[config.mk]
export PLATFORM = sky130hd
export DESIGN_NAME = imem_port_arbiter
export DESIGN_NICKNAME = d
export VERILOG_FILES = /design/src/rtl/imem_port_arbiter.sv
export SDC_FILE = /design/constraint.sdc
export NUM_CORES = 1
export LEC_CHECK = 0
export ABC_AREA = 1
export BUFFER_PORTS_ARGS = -buffer_cell sky130_fd_sc_hd__buf_2
export CAP_MARGIN = 20
export CELL_PAD_IN_SITES_DETAIL_PLACEMENT = 1
export CELL_PAD_IN_SITES_GLOBAL_PLACEMENT = 2
export CORE_MARGIN = 2
export CORE_UTILIZATION = 30
export CTS_BUF_LIST = sky130_fd_sc_hd__clkbuf_8
export CTS_CLUSTER_SIZE = 14
export DETAILED_ROUTE_END_ITERATION = 10
export PLACE_DENSITY = 0.95
export SLEW_MARGIN = 40
export SYNTH_ARGS = -nofsm -noshare
export SYNTH_HDL_FRONTEND = slang
export SYNTH_SLANG_ARGS = --single-unit
[constraint.sdc]
create_clock -name clk -period 7.34 [get_ports clk]
set_input_delay 0.734 -clock clk [delete_from_list [all_inputs] [get_ports clk]]
set_output_delay 0.734 -clock clk [all_outputs]
set_load 0.03 [all_outputs]
[src/rtl/imem_port_arbiter.sv]
// Shares the instruction-memory dual-port RAM between the PC fetch path and the
// external controller: read-port arbitration, write pass-through, collision bypass.
module imem_port_arbiter #(
    parameter int ADDR_WIDTH   = 11,
    parameter int DATA_WIDTH   = 32,
    parameter int STARVE_LIMIT = 4
) (
    input  logic                  clk,
    input  logic                  rst,

    input  logic                  fetch_req,
    input  logic [ADDR_WIDTH-1:0] fetch_addr,
    input  logic                  fetch_flush,
    output logic                  fetch_gnt,
    output logic [DATA_WIDTH-1:0] fetch_rdata,
    output logic                  fetch_rvalid,

    input  logic                  ctl_rd_req,
    input  logic [ADDR_WIDTH-1:0] ctl_rd_addr,
    output logic                  ctl_rd_gnt,
    output logic [DATA_WIDTH-1:0] ctl_rd_data,
    output logic                  ctl_rd_valid,

    input  logic                  ctl_wr,
    input  logic [ADDR_WIDTH-1:0] ctl_waddr,
    input  logic [DATA_WIDTH-1:0] ctl_wr_data,

    output logic                  mem_rd,
    output logic [ADDR_WIDTH-1:0] mem_rd_addr,
    input  logic [DATA_WIDTH-1:0] mem_rd_data,
    output logic                  mem_wr,
    output logic [ADDR_WIDTH-1:0] mem_wr_addr,
    output logic [DATA_WIDTH-1:0] mem_wr_data
);

    localparam logic [3:0] STARVE_MAX = 4'(STARVE_LIMIT);

    logic [3:0]            starve_cnt;
    logic                  starve_hit;
    logic                  collide;
    logic                  ret_fetch;
    logic                  ret_ctl;
    logic                  byp;
    logic [DATA_WIDTH-1:0] byp_data;
    logic [DATA_WIDTH-1:0] ret_data;
    logic [DATA_WIDTH-1:0] fetch_hold;
    logic [DATA_WIDTH-1:0] ctl_hold;

    // Fetch has priority until the controller has watched STARVE_LIMIT fetch grants go by.
    assign starve_hit = ctl_rd_req && (starve_cnt == STARVE_MAX);
    assign fetch_gnt  = !rst && fetch_req && !starve_hit;
    assign ctl_rd_gnt = !rst && ctl_rd_req && !fetch_gnt;
    assign mem_rd     = fetch_gnt || ctl_rd_gnt;

    always_comb begin
        // NOTE: assign a default before any branch so no path leaves the output unassigned (latch).
        mem_rd_addr = '0;
        if (fetch_gnt) begin
            mem_rd_addr = fetch_addr;
        end else if (ctl_rd_gnt) begin
            mem_rd_addr = ctl_rd_addr;
        end
    end

    assign mem_wr      = ctl_wr;
    assign mem_wr_addr = ctl_waddr;
    assign mem_wr_data = ctl_wr_data;

    // The RAM returns the pre-write word on a same-address collision, so keep the new one.
    assign collide  = mem_rd && ctl_wr && (mem_rd_addr == ctl_waddr);
    assign ret_data = byp ? byp_data : mem_rd_data;

    assign fetch_rvalid = ret_fetch;
    assign ctl_rd_valid = ret_ctl;
    assign fetch_rdata  = ret_fetch ? ret_data : fetch_hold;
    assign ctl_rd_data  = ret_ctl ? ret_data : ctl_hold;

    always_ff @(posedge clk or posedge rst) begin
        if (rst) begin
            starve_cnt <= '0;
            ret_fetch  <= 1'b0;
            ret_ctl    <= 1'b0;
            byp        <= 1'b0;
            byp_data   <= '0;
            fetch_hold <= '0;
            ctl_hold   <= '0;
        end else begin
            // NOTE: non-blocking assignments so every register samples pre-edge values.
            ret_fetch <= fetch_gnt && !fetch_flush;
            ret_ctl   <= ctl_rd_gnt;
            byp       <= collide;
            if (collide) begin
                byp_data <= ctl_wr_data;
            end
            if (ret_fetch) begin
                fetch_hold <= ret_data;
            end
            if (ret_ctl) begin
                ctl_hold <= ret_data;
            end
            if (ctl_rd_gnt || !ctl_rd_req) begin
                starve_cnt <= '0;
            end else if (fetch_gnt) begin
                starve_cnt <= starve_cnt + 4'd1;
            end
        end
    end

endmodule

==> impl_results.md, run 1 <==
* Period minus WS final at 3490 ps
* Antenna violations before repair at 0
* Crit path largest cell delay at 460 ps
* Reg-to-Reg End: byp_data[29]
* Final worst slack at 3850 ps
* Setup crit end kind: output pin
* WL final at roughly 15000 microns
* DRC Markers at 0
* Distinct cell type count after synthesis at 27
* Worst min path class: flop to flop
* H-tree levels at 3
* Worst setup startpoint: starve_cnt[0]
* Worst endpoint required time at 6610 ps
* CP max stage cell: inv_1
* Crit Path Category: flop to output pin
* Total GRT Usage at 0.167
* Post-CTS setup buffers at 0
* Stages on the worst setup path at 10
* Iteration count of the initial detailed-routing pass at 4
* Syn Area/Cell at 8.71 sq um
* Vias at 4465
* Max Cap Viol at 0
* Slew @ Worst Pin at 757 ps
* Final Skew at 10.3 ps
* Worst setup endpoint: mem_rd_addr[4]
* RSZ-0062 raised after global routing: no
* N_diodes at 0
* Worst-path cell chain: inv_1, ha_1, nand2_1, inv_1, nand2_2, nand2_2, inv_1, nand2_1, nand2_1, buf_2
* Leak pwr at around 0.0035 uW
* #FFs+latches synth at just over 100
* Final setup viols at 0
* Die area at 18500 sq um
* FF-to-FF setup slack at approximately 3800 ps
* I/O pin total at roughly 230
* CP Data Arrival Time at 2760 ps
* Util after Layout at 0.372
* VDD IR max at 0.0938 mV
* Layout Cell Area excl Fill at 6380 sq um
* Tcrit/Tclk final at 0.476
* Final Slew Violations at 0
* Root buffer cell: clkbuf_8
* Clk_lat worst skew at 370 ps
* Most common cell after layout, fill and taps aside: buf_2
* Post-CTS resize count at 0
* Global-route wire length before repair at 24200 microns
* F_max at between 0.2 and 0.3 GHz
* Worst slack, placed at approximately 3200 ps
* Initial core utilization at 0.305
* Outcome: finished, final reports clean
* Clk pin slew, worst setup/hold paths at 100 ps
* Final Non-Filler Cells at 994
* RD Place Congestion at between 0.7 and 0.8
* DP Area at slightly above 6000 sq um
* DR iter-0 viols at approximately 140
* Worst R2R Path Depth at 16
* Vias/cell at 4.49
* Synthesis warning total at 0
* PD cells at approximately 230 nW/um^2
* CP Max Fanout at 29
* Cells on Worst Hold Path at 2
* Largest net degree at the start of global routing at 65
* CP bufs+invs at 4
* Core footprint at 17200 sq um
* DP Cell Count at 978
* Total CTS buffers at 9
* CTS tree: done
* Area Overhead vs Synth at 21.8%
* Max transition margin at 0.494
* Synth Instances at 602
* Routed length per instance at around 16 microns
* RR Startpoint: starve_cnt[0]
* Most frequent cells in the layout: 226 x buf_2, 173 x nand2_1, 102 x dfrtp_1
* Seq/Total Area, Yosys at 0.492
* Fin nets at 870
* Share of layout cells above drive strength 1 at 0.345
* # clock sinks at slightly above 100
* Die height at around 140 microns
* Final HPWL DP at 11400 microns
* Cell Area, Synth at 5240 sq um
* Startpoint Class: flop
* CP top delay family: simple AND/OR/NAND/NOR gates
* GRT overflow at 0
* Rows at 48
* Vias in the first global route at 4618
* Clock Path Buffers at 2
* Final ANT Viol Nets at 0
* Die width at 136 microns
* Total Neg Setup Slack at 0 ps
* Syn Nets at 707
* I/O Buffers at roughly 230
* Final Hold Vio Count at 0
* Hold_buf cts at 0
-- worst register-to-register path, stage by stage, from the launching register on --
cell,delay (ps)
dfrtp_1,400
inv_1,90
ha_1,210
nand2_1,60
inv_1,40
nand2_2,220
nand2_2,400
inv_1,460
nand2_1,120
nand2_1,110
nand2_1,50
nand2_1,60
nand2_1,90
nor2_4,380
nand3_4,430
nand2_1,190
nand2_1,60
-- sequential cells by signal (all words and copies together), names as in the netlist --
register	flops
fetch_hold	32
byp_data	32
byp	1
fetch_rvalid	1
starve_cnt	4
ctl_rd_valid	1
ctl_hold	32
-- report_power, final --
group,total [uW],switching (uW),internal (uW)
combinational,416,304,112
clock,397,196,201
sequential,644,17.5,627
total,1460,517,940
-- cells by family (layout without fill, tap and decap cells) --
family,Yosys count,in the layout,share of synthesized area
and+or+nand+nor,271,271,0.233
adders and majority gates,2,2,0.00477
muxes,32,32,0.0611
buffers and inverters,113,280,0.129
xor gates and xnor gates,1,1,0.00167
DFF,103,103,0.492
AOI/OAI and AO/OA,80,80,0.0780
-- layer usage --
metal	global-route usage	wire [microns]
met1	0.212	6720
met2	0.293	7890
met3	0.0246	718
met4	0.0486	153
met5	0	0
-- synthesized netlist by cell type, drive strengths merged --
cell type | n | area share
nor2 | 14 | 0.017
ha | 2 | 0.0048
mux2i | 32 | 0.061
clkbuf | 14 | 0.010
a21boi | 1 | 0.0014
clkinv | 2 | 0.0014
o31ai | 1 | 0.0014
o21ai | 76 | 0.073
nand2 | 176 | 0.13
xor2 | 1 | 0.0017
nand3b | 12 | 0.017
inv | 34 | 0.024
dfrtp | 103 | 0.49
a21oi | 2 | 0.0019
buf | 63 | 0.094
nand3 | 69 | 0.072
-- metrics by stage --
step | power (uW) | hold WS (ps)
6_report | 1460 | 482
2_1_floorplan | 946 | 442
4_1_cts | 1480 | 481
3_3_place_gp | 1070 | 455
3_5_place_dp | 1080 | 459
5_1_grt | 1540 | 483
-- worst min-delay path by stage --
stage,end,slack [ps],start
detailed placement,byp_data[26],460,byp_data[26]
global route,fetch_rvalid,480,fetch_flush
floorplan,byp_data[0],440,byp_data[0]
finish,byp_data[16],480,byp_data[16]
global placement,byp_data[16],450,byp_data[16]
CTS,fetch_rvalid,480,fetch_flush
-- layout make-up --
class / count / area [sq um]
fillers: 2116 / 10800
flip-flops and latches: 103 / 2580
multi-input cells: 386 / 1990
repair buffers: 229 / 1170
well taps: 225 / 282
inverters: 36 / 140
clock buffers: 10 / 138
clock inverters: 5 / 82.6
No activity file was read; power rests on OpenSTA's default activity.
==> run 2, diff against run 1 <==
--- a/config.mk
+++ b/config.mk
@@ -11,11 +11,11 @@
 export CELL_PAD_IN_SITES_DETAIL_PLACEMENT = 1
 export CELL_PAD_IN_SITES_GLOBAL_PLACEMENT = 2
 export CORE_MARGIN = 2
-export CORE_UTILIZATION = 30
+export CORE_UTILIZATION = 25
 export CTS_BUF_LIST = sky130_fd_sc_hd__clkbuf_8
 export CTS_CLUSTER_SIZE = 14
 export DETAILED_ROUTE_END_ITERATION = 10
-export PLACE_DENSITY = 0.95
+export PLACE_DENSITY = 0.9
 export SLEW_MARGIN = 40
 export SYNTH_ARGS = -nofsm -noshare
 export SYNTH_HDL_FRONTEND = slang
==> constraint.sdc (replaced) <==
create_clock -name clk -period 2.9 [get_ports clk]
set_input_delay 0.29 -clock clk [delete_from_list [all_inputs] [get_ports clk]]
set_output_delay 0.29 -clock clk [all_outputs]
set_load 0.03 [all_outputs]
==> impl_results.md, run 2 (synthesis gave the netlist of run 1 again) <==
* CP Max Fanout at 17
* Clk pin slew, worst setup/hold paths at 110 ps
* CP max stage cell: dfrtp_1
* Max transition margin at 0.577
* CTS tree: done
* Routed length per instance at ~16 microns
* Antenna violations before repair at 0
* Final setup viols at 0
* Crit path largest cell delay at 410 ps
* Worst setup startpoint: starve_cnt[0]
* VDD IR max at 0.216 mV
* Worst-path cell chain: inv_1, ha_1, nand2_1, inv_1, nand2_2, nand2_2, buf_4, nand3_1, nand3_1, nand2_1, inv_1, nand2_1, nor2_2, nand3_4, buf_12, nand2_1, nand2_1
* Final Skew at 17.1 ps
* PD cells at 548 nW/um^2
* Outcome: finished, final reports clean
* Final worst slack at 323 ps
* WL final at 16900 microns
* Root buffer cell: clkbuf_8
* Final HPWL DP at about 13000 microns
* # clock sinks at 103
* H-tree levels at 3
* Global-route wire length before repair at 25700 microns
* Minimum hold slack at 44.3 ps
* Final Hold Vio Count at 0
* RR Startpoint: starve_cnt[0]
* I/O Buffers at 226
* Worst slack, placed at 172 ps
* Share of layout cells above drive strength 1 at 0.358
* Total CTS buffers at 9
* Largest net degree at the start of global routing at 49
* Slew @ Worst Pin at 634 ps
* Period minus WS final at 2580 ps
* Area Overhead vs Synth at 25.9%
* RD Place Congestion at 0.817
* Die height at 149 microns
* Final Slew Violations at 0
* Clock Path Buffers at 2
* Most common cell after layout, fill and taps aside: buf_2
* Die area at 22100 sq um
* DRC Markers at 0
* Worst endpoint required time at 3160 ps
* Die width at 149 microns
* Clk_lat worst skew at 380 ps
* Vias/cell at 4.35
* Fin nets at 883
* Iteration count of the initial detailed-routing pass at 4
* Vias in the first global route at between 4000 and 5000
* Setup crit end kind: flop
* Total GRT Usage at 0.149
* Vias at 4583
* CP Data Arrival Time at 2840 ps
* Leak pwr at 0.00352 uW
* Crit Path Category: flop to flop
* Most frequent cells in the layout: 226 x buf_2, 173 x nand2_1, 102 x dfrtp_1
* RSZ-0062 raised after global routing: no
* Startpoint Class: flop
* Max Cap Viol at 0
* Final ANT Viol Nets at 0
* GRT overflow at 0
* Core footprint at 20400 sq um
* DR iter-0 viols at 142
* Total Neg Setup Slack at 0 ps
* CP dominant cell by count: nand2_1
* Final Power at 3620 uW
* Util after Layout at 0.323
* Tcrit/Tclk final at 0.889
* F_max at 0.388 GHz
* Initial core utilization at 0.257
* I/O pin total at 227
* Rows at 52
* Top flop regs: byp_data (32), ctl_hold (32), fetch_hold (32)
* Worst min path class: input pin to flop
* Startpoint of the worst hold path: fetch_flush
-- run 2: changes by cell type in the layout (fill, tap and decap cells not counted), sizes merged --
cell and delta:
dlygate4sd3 +1, buf +11, clkinvlp +3, nand3 +1, bufinv -2, clkbuf -1, diode +1, clkinv +1
-- run 2: path summary, 6_finish.rpt --
check / depth (start not counted) / slack (ps) / endpoint
setup / recovery: 17 / 320 / byp_data[25]
hold / removal: 2 / 40 / fetch_rvalid
setup reg to reg: 17 / 320 / byp_data[25]
hold reg to reg: 2 / 490 / byp_data[26]
max in group asynchronous: 5 / 1650 / byp_data[8]
min in group asynchronous: 3 / 450 / ctl_hold[18]
-- run 2: metrics by stage --
step                      cells  instance area, sq um
after CTS                  1048                  6500
after global routing       1053                  6600
after detailed placement   1032                  6310
after global placement     1032                  6310
final                      1054                  6600
after floorplan             602                  5250
-- run 2: report_power, final --
part / switching, uW / internal (uW)
clock network: 571 / 338
logic: 783 / 296
registers: 43.3 / 1590
total: 1400 / 2220
-- run 2: metal layers --
metal  vias to the layer above  wire (microns)  global-route usage
li1                       2269               -                   -
met2                       116            8110               0.250
met3                        16             763              0.0266
met1                      2182            7750               0.198
met5                         -               0                   0
met4                         0             240              0.0400
-- run 2: what timing repair did --
action / 4_1_cts / 5_1_grt
hold buffers: 0 / 1
resized for setup: 0 / 3
endpoints found under the hold margin: 0 / 6
setup buffers: 0 / 2
endpoints found under the setup margin: 0 / 32
-- run 2: cell type report --
type	count	area [sq um]
well taps	270	338
flip-flops and latches	103	2580
clock buffers	9	124
inverters	36	143
fillers	2533	13800
multi-input cells	387	2000
clock inverters	7	71.3
diodes	1	2.50
repair buffers	241	1340
-- run 2: worst max-delay path, delay by kind of cell, from the launching register on --
family	cells	cell delay, ps
DFF	1	410
buffers and inverters	5	630
adders and majority gates	1	160
and+or+nand+nor	11	1240
